**src/rtl/midi_note_tracker.sv**
```systemverilog
// MIDI serial receiver and Note-On/Off parser feeding a last-note-priority stack
// of held keys; top entry drives note_out/vel_out for the display/synth logic.
module midi_note_tracker #(
    parameter int         CLKS_PER_BIT = 128,
    parameter int         MAX_NOTES    = 4,
    parameter bit         CHAN_FILT_EN = 1'b0,
    parameter logic [3:0] CHANNEL      = 4'd0
) (
    input  logic                             clk,
    input  logic                             rst,
    input  logic                             midi_in,
    output logic [6:0]                       note_out,
    output logic [6:0]                       vel_out,
    output logic                             note_active,
    output logic [$clog2(MAX_NOTES+1)-1:0]   held_count,
    output logic                             event_valid,
    output logic                             event_on,
    output logic                             framing_err
);
    localparam int TW = $clog2(CLKS_PER_BIT);
    localparam int CW = $clog2(MAX_NOTES + 1);
    localparam logic [TW-1:0] T_HALF = TW'(CLKS_PER_BIT / 2 - 1);
    localparam logic [TW-1:0] T_FULL = TW'(CLKS_PER_BIT - 1);

    typedef enum logic [2:0] {S_IDLE, S_START, S_DATA, S_STOP, S_WAIT} uart_state_t;

    logic           sync_p0, sync_p1;
    logic           rx;
    uart_state_t    state;
    logic [TW-1:0]  timer;
    logic [3:0]     bit_cnt;
    logic [7:0]     shreg;
    logic           byte_ok;
    logic           rs_valid, rs_on, expect_vel;
    logic [6:0]     key_p0;
    logic           chan_ok, ev_fire, ev_is_on;
    logic [6:0]     keys   [MAX_NOTES];
    logic [6:0]     vels   [MAX_NOTES];
    logic [6:0]     keys_n [MAX_NOTES];
    logic [6:0]     vels_n [MAX_NOTES];
    logic [CW-1:0]  count, count_n;
    logic           hit;
    int             hit_idx, lim;

    // Stage: input synchroniser
    always_ff @(posedge clk or posedge rst) begin
        if (rst) begin
            sync_p0 <= 1'b1;
            sync_p1 <= 1'b1;
        end else begin
            sync_p0 <= midi_in;
            sync_p1 <= sync_p0;
        end
    end
    assign rx = sync_p1;

    // Stage: UART framing
    always_ff @(posedge clk or posedge rst) begin
        if (rst) begin
            state       <= S_IDLE;
            timer       <= '0;
            bit_cnt     <= '0;
            byte_ok     <= 1'b0;
            framing_err <= 1'b0;
        end else begin
            byte_ok     <= 1'b0;
            framing_err <= 1'b0;
            case (state)
                S_IDLE: if (!rx) begin
                    state   <= S_START;
                    timer   <= '0;
                    bit_cnt <= '0;
                end
                S_START: if (timer == T_HALF) begin
                    timer   <= '0;
                    bit_cnt <= '0;
                    state   <= rx ? S_IDLE : S_DATA;
                end else timer <= timer + 1'b1;
                S_DATA: if (timer == T_FULL) begin
                    timer <= '0;
                    if (bit_cnt == 4'd7) begin
                        bit_cnt <= '0;
                        state   <= S_STOP;
                    end else bit_cnt <= bit_cnt + 1'b1;
                end else timer <= timer + 1'b1;
                S_STOP: if (timer == T_FULL) begin
                    timer   <= '0;
                    bit_cnt <= '0;
                    if (rx) begin
                        byte_ok <= 1'b1;
                        state   <= S_IDLE;
                    end else begin
                        framing_err <= 1'b1;
                        state       <= S_WAIT;
                    end
                end else timer <= timer + 1'b1;
                S_WAIT: if (rx) begin
                    state   <= S_IDLE;
                    timer   <= '0;
                    bit_cnt <= '0;
                end
                default: state <= S_IDLE;
            endcase
        end
    end

    always_ff @(posedge clk) begin
        if (state == S_DATA && timer == T_FULL)
            shreg <= {rx, shreg[7:1]};
    end

    // Stage: message parser
    assign chan_ok  = (CHAN_FILT_EN == 1'b0) || (shreg[3:0] == CHANNEL);
    assign ev_fire  = byte_ok && !shreg[7] && rs_valid && expect_vel;
    assign ev_is_on = rs_on && (shreg[6:0] != 7'd0);

    always_ff @(posedge clk or posedge rst) begin
        if (rst) begin
            rs_valid    <= 1'b0;
            rs_on       <= 1'b0;
            expect_vel  <= 1'b0;
            event_valid <= 1'b0;
            event_on    <= 1'b0;
        end else begin
            event_valid <= ev_fire;
            event_on    <= ev_fire && ev_is_on;
            if (byte_ok) begin
                if (shreg[7]) begin
                    // Real-time bytes (F8-FF) may land mid-message and must not disturb it
                    if (shreg[7:3] != 5'b11111) begin
                        rs_valid   <= (shreg[7:5] == 3'b100) && chan_ok;
                        rs_on      <= shreg[4];
                        expect_vel <= 1'b0;
                    end
                end else if (rs_valid) begin
                    expect_vel <= !expect_vel;
                end
            end
        end
    end

    always_ff @(posedge clk) begin
        if (byte_ok && !shreg[7] && !expect_vel)
            key_p0 <= shreg[6:0];
    end

    // Stage: held-note stack, index 0 is the most recent key
    always_comb begin
        keys_n  = keys;
        vels_n  = vels;
        count_n = count;
        hit     = 1'b0;
        hit_idx = 0;
        lim     = MAX_NOTES - 1;
        for (int i = 0; i < MAX_NOTES; i++) begin
            if (!hit && i < int'(count) && keys[i] == key_p0) begin
                hit     = 1'b1;
                hit_idx = i;
            end
        end
        if (ev_fire) begin
            if (ev_is_on) begin
                // A re-pressed key only shifts the entries above it; a new key shifts all, dropping the oldest
                lim = hit ? hit_idx : MAX_NOTES - 1;
                for (int i = 1; i < MAX_NOTES; i++) begin
                    if (i <= lim) begin
                        keys_n[i] = keys[i-1];
                        vels_n[i] = vels[i-1];
                    end
                end
                keys_n[0] = key_p0;
                vels_n[0] = shreg[6:0];
                if (!hit && count != CW'(MAX_NOTES))
                    count_n = count + 1'b1;
            end else if (hit) begin
                for (int i = 0; i < MAX_NOTES - 1; i++) begin
                    if (i >= hit_idx) begin
                        keys_n[i] = keys[i+1];
                        vels_n[i] = vels[i+1];
                    end
                end
                count_n = count - 1'b1;
            end
        end
    end

    always_ff @(posedge clk) begin
        keys <= keys_n;
        vels <= vels_n;
    end

    always_ff @(posedge clk or posedge rst) begin
        if (rst) count <= '0;
        else     count <= count_n;
    end

    assign note_active = (count != '0);
    assign note_out    = note_active ? keys[0] : 7'd0;
    assign vel_out     = note_active ? vels[0] : 7'd0;
    assign held_count  = count;

endmodule

```
**config.mk**
```make
export PLATFORM = sky130hd
export DESIGN_NAME = midi_note_tracker
export DESIGN_NICKNAME = d
export VERILOG_FILES = /design/src/rtl/midi_note_tracker.sv
export SDC_FILE = /design/constraint.sdc
export NUM_CORES = 1
export LEC_CHECK = 0
export CAP_MARGIN = 20
export CORE_MARGIN = 1.5
export CORE_UTILIZATION = 61
export CTS_BUF_LIST = sky130_fd_sc_hd__clkbuf_4
export CTS_CLUSTER_DIAMETER = 120
export DETAILED_ROUTE_END_ITERATION = 7
export DONT_BUFFER_PORTS = 1
export PLACE_DENSITY_LB_ADDON = 0.05
export SLEW_MARGIN = 20
export SYNTH_ARGS = -nofsm -noshare
export SYNTH_HDL_FRONTEND = slang
export SYNTH_SLANG_ARGS = --single-unit
export TNS_END_PERCENT = 30
```
**constraint.sdc**
```tcl
create_clock -name clk -period 3.65 [get_ports clk]
set_input_delay 0.365 -clock clk [delete_from_list [all_inputs] [get_ports clk]]
set_output_delay 0.365 -clock clk [all_outputs]
set_load 0.05 [all_outputs]
```
Word-level counts from Yosys, hierarchy flattened. Cells that the tools add are included. Widths: inputs -> output; s select.

Bits in registers: 97. Output and inout port bits: 21. Word-level logic and storage cells: 160.

$add $sub $neg: 4. Order comparisons: 10. Equality and inequality tests: 24. Mux-type cells: 57. Reduce and logical (&&, ||, !) cells: 42.

Operator list (number): $mux 7 (16); $mux 32 (3); $mux 21 (4); $le 3x32->1 const A (2); $ge 1x32->1 const A (1); $ge 2x32->1 const A (1); $ge 3x32->1 const A (1); $le 2x32->1 const A (1); $mux 3 (10); $eq 7x7->1 (4); $pmux 7 s4 (1); $mux 4 (6); $pmux 4 s5 (1); $reduce_and 3->1 (6); $logic_and 1x1->1 (15); $pmux 3 s5 (1); $mux 1 (14); $ne 2x2->1 const B (6); $reduce_and 6->1 (2); $reduce_bool 2->1 (5); $ne 2x1->1 const B (4); $reduce_and 4->1 (2); $add 7x1->7 const B (1); $eq 7x6->1 const B (1); other kinds (20) (29).

Longest topological paths before layout. Gate-level depths: netlist of run 1.

Word-level depth: 19. Mapped depth: 7.

Worst setup path after synthesis of run 1. Ideal clock, no wire load.

Kind: reg-to-reg. Start point: register shreg[3]. End point: register keys[14] in the netlist's numbering, enable pin. Setup time: 0.407 ns. Arrival time: 2.678 ns. Slack: 0.565 ns. Cell stages (with the launch flop): 6. Buffers on the path: 1. Period minus slack after synthesis: 3.085 ns. Path through: edfxtp_1 or4_4 o31ai_4 buf_2 nor2_1 a211oi_1.

Cells in the longest elaborated chain, start to end: 4.

Ends and longest elaborated chain: start, declared (RTL line 32) `logic [7:0] shreg;`; start signal, assigned (RTL line 109) `shreg <= {rx, shreg[7:1]};`; $reduce_bool 7->1 (*) (RTL line 115) `assign ev_is_on = rs_on && (shreg[6:0] != 7'd0);`; $logic_and 1x1->1 (*) (RTL line 115); $ne 2x1->1 (no source line) / $reduce_bool 2->1 (equally long branches); $reduce_and 4->1 (no source line) (*); end signal, assigned (RTL line 188) `keys <= keys_n;`; end, declared (RTL line 37) `logic [6:0] keys [MAX_NOTES];`.

Every way passes the cells marked *; elsewhere a longest branch is shown, timed or not. A chain may end at the register's enable or synchronous reset.

Worst setup path after layout of run 1.
Start point: register count[0], in the netlist held_count[0]. End point: output port vel_out[3].

Cells in the longest elaborated chain, start to end: 2.

Ends and longest elaborated chain: start, declared (RTL line 41) `logic [CW-1:0] count, count_n;`; start signal, assigned (RTL line 194) `else count <= count_n;`; $reduce_bool 3->1 (RTL line 197) `assign note_active = (count != '0);`; $mux 7 (RTL line 199) `assign vel_out = note_active ? vels[0] : 7'd0;`; end, declared (RTL line 13) `output logic [6:0] vel_out,`.

No other way between the ends.

==> results.sh, run 1 <==
export IMPL_yosys_area_share_adder_pct=1.64
export IMPL_finalNetCount=449
export IMPL_seq_area_frac_synth_pct=60.8
export IMPL_ys_flop_type="edfxtp_1"
export IMPL_num_rows=31
export IMPL_hpwlAfterDp_mm=6.01
export IMPL_antenna_cells=0
export IMPL_die_y_um=89.7
export IMPL_areaGrowthSynthToFinish_pct=6.09
export IMPL_worst_pin_slew_ns=0.674
export IMPL_cts_tree="built"
export IMPL_max_slew_margin_rel_pct=55.1
export IMPL_grt_max_degree=39
export IMPL_via_per_inst=5.66
export IMPL_rsz0062_at_grt="false"
export IMPL_synth_xor_area_share_pct=5.74
export IMPL_totalWireLength_mm=8.89
export IMPL_syn_inst=440
export IMPL_hold_viol=0
export IMPL_skew_ns=0.0195
export IMPL_cp_num_cells=4
export IMPL_hold_class="in2async"
export IMPL_grt_usage_pct=24.5
export IMPL_h_tree_depth=3
export IMPL_async_flop_share_pct=26.8
export IMPL_die_w_um=89.7
export IMPL_cts_repair_resized=0
export IMPL_synth_cell_types=42
export IMPL_clk_latency_ns=0.43
export IMPL_cp_endpoint="vel_out[3]"
export IMPL_p_leak_nw=1.68
export IMPL_startpoint_type="flop"
export IMPL_grtUsageMet1_pct=36.3
export IMPL_ant_nets=0
export IMPL_crit_family="simple AND/OR/NAND/NOR gates"
export IMPL_numCtsBuffers=9
export IMPL_overflow=0
export IMPL_regArea_mm2=0.00279
export IMPL_cpPeakStageDelay_ns=0.80
export IMPL_cpMaxStageDelayCell="dfrtp_1"
export IMPL_synth_top_family_by_area="simple AND/OR/NAND/NOR gates"
export IMPL_critical_path_class="reg2out"
export IMPL_yosys_area_share_simple_pct=22.7
export IMPL_drv_slew=0
export IMPL_start_util_pct=63.2
export IMPL_port_buffers=0
export IMPL_routedWlPerCell_um=16.3
export IMPL_synth_warnings=0
export IMPL_cts_sinks=97
export IMPL_dr_pass1_iters=5
export IMPL_multi_input_area_mm2=0.00169
export IMPL_grt_met3_usage_pct=4.84
export IMPL_syn_avg_cell_area_um2=10.4
export IMPL_rrSetupSlack_ns=1.07
export IMPL_worstPathCellList="inv_1, ha_1, nand2_1, and2_1"
export IMPL_r2r_cells=6
export IMPL_final_cell_mix="145 x nand2_1, 71 x edfxtp_1, 28 x xor2_1, 24 x dfrtp_1, 19 x nor2_1"
export IMPL_cts_root_buffer="clkbuf_4"
export IMPL_r2r_end="vels[13]"
export IMPL_max_vdd_ir_drop_uv=261
export IMPL_antenna_found_initial=0
export IMPL_cp_data_required_time_ns=3.28
export IMPL_postCtsSetupBuffers=0
export IMPL_grt_pass1_wl_mm=14.4
export IMPL_path_clk_slew_ns=0.15
export IMPL_crit_buf_inv=1
export IMPL_drtIter0Drc=223
export IMPL_syn_area_mm2=0.00458
export IMPL_synth_mux_area_share_pct=0.683
export IMPL_clockBufferDepth=2
export IMPL_cts_hold_buffers=1
export IMPL_setup_tns_ns=0
export IMPL_drcViolationCount=0
export IMPL_fillers=587
export IMPL_fmax_mhz=338
export IMPL_final_common_cell="nand2_1"
export IMPL_finalCriticalPeriod_ns=2.96
export IMPL_num_io_pins=24
export IMPL_synth_seq_cells=97
export IMPL_crit_path_end_kind="output port"
export IMPL_whs_ns=0.270
export IMPL_busiest_layer="met2"
export IMPL_gp_congestion=0.840
export IMPL_run_status="finished, final reports clean"
export IMPL_cp_data_arrival_time_ns=2.59
export IMPL_use_met2_pct=37.0
export IMPL_routed_via_count=3081
export IMPL_die_area_mm2=0.00804
export IMPL_drive_above_1_share_pct=8.09
export IMPL_max_cap_viol_count=0
export IMPL_synth_edf_count=71
export IMPL_synth_nets=449
export IMPL_setup_viol=0
export IMPL_crit_start="held_count[0]"
export IMPL_grt_pass1_vias=2847
export IMPL_synth_compound_area_share_pct=5.76
export IMPL_worstReg2RegStart="held_count[0]"
export IMPL_powerDensity_mw_per_mm2=348
export IMPL_coreArea_mm2=0.00725
export IMPL_fin_crit_sh_pct=81.0
export IMPL_critical_path_max_fanout=15
-- area by class of cell --
cell class | instances | area share, %
Clock buffer | 11 | 1.70
Timing Repair Buffer | 11 | 2.21
Inverter | 9 | 0.695
Sequential cell | 97 | 57.3
Tap cell | 99 | 2.55
Multi-Input combinational cell | 312 | 34.8
Clock inverter | 5 | 0.721
-- logic make-up (layout without fill, tap and decap cells) --
kind of cell / count (synthesis) / after routing
simple gates: 232 / 232
flops: 97 / 97
compound gates: 41 / 41
buf+inv: 31 / 36
xor+xnor: 30 / 30
fa+ha+maj: 6 / 6
mux: 3 / 3
-- how the worst min path moves through the flow --
| stage | start | endpoint | slack, ns | cells after the start |
|---|---|---|---|---|
| after floorplan | sync_p0 | rx | 0.35 | 0 |
| after global placement | sync_p0 | rx | 0.35 | 0 |
| after detailed placement | sync_p0 | rx | 0.35 | 0 |
| after CTS | rst | bit_cnt[2] | 0.04 | 1 |
| after global routing | rst | held_count[2] | 0.25 | 2 |
| final | rst | event_valid | 0.27 | 2 |
-- layer usage --
metal	share of wire, %	vias to the layer above	wire, µm
met4	1.1	0	94
met3	4.5	8	398
li1	-	1499	-
met2	46	90	4120
met5	0	-	0
met1	48	1484	4270
-- synthesized netlist by cell type, drive strengths merged, types with 3 or more instances --
cell type,n,area [µm²]
edfxtp,71,2130
nand2,145,544
or4,4,33.8
clkbuf,16,60.1
inv,9,33.8
o21ai,17,85.1
nand4,3,18.8
and3,5,31.3
buf,6,30.0
nor2b,4,25.0
nor4,6,37.5
xor2,28,245
a21oi,7,35.0
nand3b,3,22.5
and2,15,93.8
nor2,19,71.3
a211oi,4,30.0
nor3,4,20.0
o31ai,3,36.3
nand3,16,80.1
ha,6,75.1
dfrtp,24,601
-- report_power, final --
group          leakage (nW)  internal (mW)  total, mW  switching, mW
registers             0.788           1.17       1.17        0.00147
logic                 0.839        0.00482     0.0118        0.00702
clock network        0.0567          0.155      0.508          0.353
total                  1.68           1.33       1.69          0.362
-- worst register-to-register path, stage by stage (launching register included) --
cell and delay (ns):
dfrtp_1 0.80, nor2_1 0.16, a211oi_1 0.33, nand3_1 0.23, and3_1 0.25, a211oi_2 0.21
buf_4 0.28
-- registers in the layout (all words and copies together) (netlist names), 3 cells and up --
name	cells
held_count	3
timer	7
state	3
vels	28
shreg	8
key_p0	7
bit_cnt	4
keys	28
-- through the flow --
stage,instances,setup slack (ns),instance area (µm²),power [mW],utilization [%]
finish,544,0.692,4860,1.69,67.0
global route,544,0.496,4860,1.76,67.0
detailed placement,525,1.12,4690,1.20,64.7
CTS,542,0.624,4820,1.70,66.4
global placement,525,1.15,4690,1.20,64.7
floorplan,440,0.565,4580,1.20,-
Note: power is estimated with default switching activity, not from simulation.
==> inputs of run 2 (changes only) <==
==> constraint.sdc (replaced) <==
create_clock -name clk -period 2.85 [get_ports clk]
set_input_delay 0.285 -clock clk [delete_from_list [all_inputs] [get_ports clk]]
set_output_delay 0.285 -clock clk [all_outputs]
set_load 0.05 [all_outputs]
==> run 2 against run 1 <==
  * Wire length fell by 0.37%
  * Sequential power up 28%
  * Hold slack better by 0.076 ns
  * Global-route usage shrank 0.25 points
  * Sequential share of layout area fell by 1.1 points
  * Design area rose by 1.9%
  * First-iteration DRC count rose by 7.6%
  * Cell count grew 2.9%
  * Largest cell class unchanged
  * Worst setup slack worse by 0.44 ns
  * Die area unchanged
  * Core utilization rose by 1.3 points
==> results.sh, run 2 (synthesis gave the netlist of run 1 again) <==
export IMPL_setup_viol=0
export IMPL_critical_path_max_fanout=15
export IMPL_crit_path_end_kind="output port"
export IMPL_overflow=0
export IMPL_final_common_cell="nand2_1"
export IMPL_placed_cell_area_mm2=0.00482
export IMPL_cts_tree="built"
export IMPL_grt_pass1_vias=2868
export IMPL_grt_pass1_wl_mm=14.3
export IMPL_ant_nets=0
export IMPL_p_leak_nw=1.77
export IMPL_clk_latency_ns=0.43
export IMPL_port_buffers=0
export IMPL_dp_cells=543
export IMPL_powerDensity_mw_per_mm2=431
export IMPL_post_route_util_pct=68.3
export IMPL_drtIter0Drc=240
export IMPL_cp_data_arrival_time_ns=2.32
export IMPL_max_slew_margin_rel_pct=63.1
export IMPL_setup_tns_ns=0
export IMPL_grt_max_degree=38
export IMPL_rsz0062_at_grt="false"
export IMPL_skew_ns=0.0223
export IMPL_start_util_pct=63.2
export IMPL_cts_sinks=97
export IMPL_fin_crit_sh_pct=91.3
export IMPL_worst_pin_slew_ns=0.538
export IMPL_hold_viol=0
export IMPL_antenna_cells=0
export IMPL_grt_usage_pct=24.3
export IMPL_finalNetCount=466
export IMPL_reg_top3="keys x28, vels x28, shreg x8"
export IMPL_p_int_mw=1.69
export IMPL_die_w_um=89.7
export IMPL_critical_path_class="reg2out"
export IMPL_cp_data_required_time_ns=2.57
export IMPL_areaGrowthSynthToFinish_pct=8.11
export IMPL_fin_cells=560
export IMPL_totalWireLength_mm=8.86
export IMPL_run_status="finished, final reports clean"
export IMPL_routedWlPerCell_um=15.8
export IMPL_clockBufferDepth=2
export IMPL_num_io_pins=24
export IMPL_design_area_mm2=0.00495
export IMPL_drive_above_1_share_pct=11.3
export IMPL_via_per_inst=5.57
export IMPL_die_area_mm2=0.00804
export IMPL_hold_class="in2async"
export IMPL_h_tree_depth=3
export IMPL_combPwrFrac_pct=0.5
export IMPL_gp_congestion=0.834
export IMPL_coreArea_mm2=0.00725
export IMPL_die_y_um=89.7
export IMPL_power_share_switching_pct=21.0
export IMPL_antenna_found_initial=0
export IMPL_hpwlAfterDp_mm=6.03
export IMPL_startpoint_type="flop"
export IMPL_dr_pass1_iters=5
export IMPL_max_cap_viol_count=0
export IMPL_power_switching_uw=449
export IMPL_numCtsBuffers=9
export IMPL_pwr_share_clk_pct=29.2
export IMPL_num_rows=31
export IMPL_finalCriticalPeriod_ns=2.60
export IMPL_drv_slew=0
export IMPL_routed_via_count=3119
export IMPL_drcViolationCount=0
export IMPL_fmax_mhz=384
export IMPL_final_cell_mix="145 x nand2_1, 71 x edfxtp_1, 28 x xor2_1, 26 x buf_4, 24 x dfrtp_1"
export IMPL_path_clk_slew_ns=0.14
export IMPL_postCtsSetupBuffers=0
export IMPL_power_frac_seq_pct=70.4
export IMPL_cts_root_buffer="clkbuf_4"
export IMPL_max_vdd_ir_drop_uv=304
==> run 2: worst max-delay path: stages, from the launching register on <==
cell	delay [ns]
dfrtp_1	0.48
buf_4	0.25
inv_1	0.11
ha_1	0.24
nand2_1	0.41
and2_1	0.21
buf_4	0.20
==> run 2: final timing paths <==
path / from / to / slack (ns) / cells after the start
max reg2reg: key_p0[0] / vels[13] / 0.54 / 6
max in group asynchronous: rst / sync_p0 / 2.12 / 2
min in group clk: sync_p0 / rx / 0.37 / 0
max: held_count[0] / vel_out[2] / 0.25 / 6
min reg2reg: sync_p0 / rx / 0.37 / 0
min: rst / bit_cnt[2] / 0.35 / 2
==> run 2: per-stage QoR <==
step / hold WS, ns / worst slack [ns] / power, mW
after floorplan: 0.289 / -0.235 / 1.54
after global placement: 0.290 / 0.570 / 1.54
after detailed placement: 0.290 / 0.559 / 1.54
after CTS: 0.372 / 0.201 / 2.16
after global routing: 0.367 / 0.0913 / 2.20
final: 0.347 / 0.248 / 2.14
==> run 2: power by group through the flow <==
stage	Sequential, mW	Combinational (mW)	Clock [mW]
global placement	1.53	0.00856	0
floorplan	1.53	0.00643	0
global route	1.50	0.0130	0.688
CTS	1.50	0.0109	0.641
detailed placement	1.53	0.00870	0
finish	1.50	0.0104	0.623
==> run 2: metal layers <==
layer / GRT usage, % / wire (µm)
met1: 37.0 / 4260
met2: 36.1 / 4160
met3: 3.11 / 362
met4: 8.67 / 78
met5: 0 / 0
==> run 2: cell type report <==
cell class	instances	area (µm²)
Multi-Input combinational cell	312	1690
Clock inverter	5	32.5
Tap cell	99	124
Clock buffer	10	75.1
Fill cell	559	2300
Sequential cell	97	2790
Timing Repair Buffer	28	215
Inverter	9	33.8
==> run 2: repair_timing <==
action | in CTS | in global routing
gates resized for setup | 0 | 0
endpoints found under the hold margin | 25 | 0
hold buffers | 2 | 0
==> inputs of run 3 (changes only) <==
--- a/config.mk
+++ b/config.mk
@@ -7,7 +7,7 @@
 export LEC_CHECK = 0
 export CAP_MARGIN = 20
 export CORE_MARGIN = 1.5
-export CORE_UTILIZATION = 61
+export CORE_UTILIZATION = 60
 export CTS_BUF_LIST = sky130_fd_sc_hd__clkbuf_4
 export CTS_CLUSTER_DIAMETER = 120
 export DETAILED_ROUTE_END_ITERATION = 7
==> run 3 against run 2 <==
  * Clock skew increased by 0.0040 ns
  * Core utilization fell by 0.52 points
  * Hold slack worse by 0.0020 ns
  * Non-clock buffer count stayed put
  * Sequential power about the same
  * Cell count up 0.18%
  * Largest cell class unchanged
==> results.sh, run 3 (synthesis gave the netlist of run 1 again) <==
export IMPL_fin_crit_sh_pct=92.4
export IMPL_max_vdd_ir_drop_uv=277
export IMPL_overflow=0
export IMPL_coreArea_mm2=0.00733
export IMPL_power_share_switching_pct=22.5
export IMPL_powerDensity_mw_per_mm2=443
export IMPL_grt_pass1_vias=3069
export IMPL_hold_class="in2async"
export IMPL_path_clk_slew_ns=0.16
export IMPL_pwr_share_clk_pct=31.2
export IMPL_cts_hold_buffers=2
export IMPL_drv_slew=0
export IMPL_hold_viol=0
export IMPL_p_int_mw=1.70
export IMPL_port_buffers=0
export IMPL_finalNetCount=466
export IMPL_worstPathCellList="buf_4, inv_1, ha_1, nand2_1, and2_1, buf_4"
export IMPL_reg_top3="keys x28, vels x28, shreg x8"
export IMPL_run_status="finished, final reports clean"
export IMPL_design_area_mm2=0.00497
export IMPL_worst_pin_slew_ns=0.938
export IMPL_die_area_mm2=0.00817
export IMPL_ant_nets=0
export IMPL_cp_data_arrival_time_ns=2.35
export IMPL_r2r_end="vels[23]"
export IMPL_skew_ns=0.0263
export IMPL_max_slew_margin_rel_pct=37.1
export IMPL_die_w_um=90.4
export IMPL_h_tree_depth=3
export IMPL_clockBufferDepth=2
export IMPL_final_cell_mix="145 x nand2_1, 71 x edfxtp_1, 28 x xor2_1, 26 x buf_4, 24 x dfrtp_1"
export IMPL_grt_max_degree=36
export IMPL_critPathMostFrequentCell="buf_4"
export IMPL_routedWlPerCell_um=16.8
export IMPL_dr_pass1_iters=4
export IMPL_gp_congestion=0.868
export IMPL_start_util_pct=62.5
export IMPL_cts_repair_resized=0
export IMPL_hpwlAfterDp_mm=6.26
export IMPL_cpMaxStageDelayCell="nand2_1"
export IMPL_antenna_found_initial=0
export IMPL_num_rows=31
export IMPL_r2r_cells=6
export IMPL_cp_data_required_time_ns=2.57
export IMPL_rrSetupSlack_ns=0.47
export IMPL_drtIter0Drc=222
export IMPL_grt_pass1_wl_mm=15.8
export IMPL_crit_start="held_count[0]"
export IMPL_numCtsBuffers=9
export IMPL_crit_path_end_kind="output port"
export IMPL_post_route_util_pct=67.8
export IMPL_startpoint_type="flop"
export IMPL_routed_via_count=3173
export IMPL_antenna_cells=0
export IMPL_finalCriticalPeriod_ns=2.63
export IMPL_critical_path_max_fanout=15
export IMPL_num_io_pins=24
export IMPL_worstReg2RegStart="shreg[3]"
export IMPL_postCtsSetupBuffers=0
export IMPL_drcViolationCount=0
export IMPL_cts_tree="built"
export IMPL_fillers=559
export IMPL_final_common_cell="nand2_1"
export IMPL_p_leak_nw=1.78
export IMPL_totalWireLength_mm=9.42
export IMPL_via_per_inst=5.66
export IMPL_whs_ns=0.345
export IMPL_cpPeakStageDelay_ns=0.46
export IMPL_clk_latency_ns=0.46
export IMPL_cts_root_buffer="clkbuf_4"
export IMPL_max_cap_viol_count=0
export IMPL_die_y_um=90.4
export IMPL_power_switching_uw=496
export IMPL_combPwrFrac_pct=0.5
export IMPL_areaGrowthSynthToFinish_pct=8.44
export IMPL_setup_viol=0
export IMPL_cts_sinks=97
export IMPL_power_frac_seq_pct=68.3
export IMPL_fmax_mhz=380
export IMPL_cp_endpoint="note_out[3]"
export IMPL_placed_cell_area_mm2=0.00482
export IMPL_critical_path_class="reg2out"
export IMPL_drive_above_1_share_pct=11.5
export IMPL_grt_usage_pct=25.2
export IMPL_rsz0062_at_grt="false"
[run 3: area by class of cell]
type / instances / area [µm²] / area share (%)
inverter: 9 / 33.8 / 0.680
multi-input combinational: 312 / 1690 / 34.0
timing repair buffer: 28 / 215 / 4.33
clock inverter: 6 / 47.5 / 0.957
sequential: 97 / 2790 / 56.1
tap: 99 / 124 / 2.49
clock buffer: 10 / 75.1 / 1.51
[run 3: how the worst min path moves through the flow]
| stage | startpoint | end | slack (ns) | cells past startpoint |
|---|---|---|---|---|
| after global routing | midi_in | sync_p0 | 0.31 | 1 |
| after detailed placement | midi_in | sync_p0 | 0.29 | 0 |
| after floorplan | midi_in | sync_p0 | 0.29 | 0 |
| after CTS | midi_in | sync_p0 | 0.33 | 1 |
| after global placement | midi_in | sync_p0 | 0.29 | 0 |
| final | rst | state[1] | 0.34 | 2 |
[run 3: power groups by stage]
| stage | Sequential, mW | Combinational, mW | Clock, mW |
|---|---|---|---|
| 6_report | 1.50 | 0.0104 | 0.687 |
| 5_1_grt | 1.50 | 0.0123 | 0.756 |
| 4_1_cts | 1.50 | 0.0109 | 0.703 |
| 3_5_place_dp | 1.53 | 0.00874 | 0 |
| 3_3_place_gp | 1.53 | 0.00844 | 0 |
| 2_1_floorplan | 1.53 | 0.00643 | 0 |
[run 3: through the flow]
stage                     TNS (ns)  instances  power, mW  worst slack, ns
after floorplan              -6.57        440       1.54           -0.235
after global placement           0        543       1.54            0.562
after detailed placement         0        543       1.54            0.507
after CTS                        0        561       2.22            0.275
after global routing             0        561       2.27           0.0852
final                            0        561       2.20            0.216
[run 3: metal layers]
| layer | vias to the layer above | wire (µm) | GRT usage, % |
|---|---|---|---|
| met5 | - | 0 | 0 |
| met3 | 13 | 536 | 5.56 |
| met1 | 1507 | 4430 | 35.2 |
| met2 | 117 | 4320 | 40.0 |
| li1 | 1536 | - | - |
| met4 | 0 | 137 | 7.41 |
[run 3: worst max-delay path: cells and delay by family (launching register included)]
kind,cells,cell delay (ns)
buffers and inverters,3,0.56
DFF,1,0.41
adders and majority gates,1,0.23
and+or+nand+nor,2,0.68
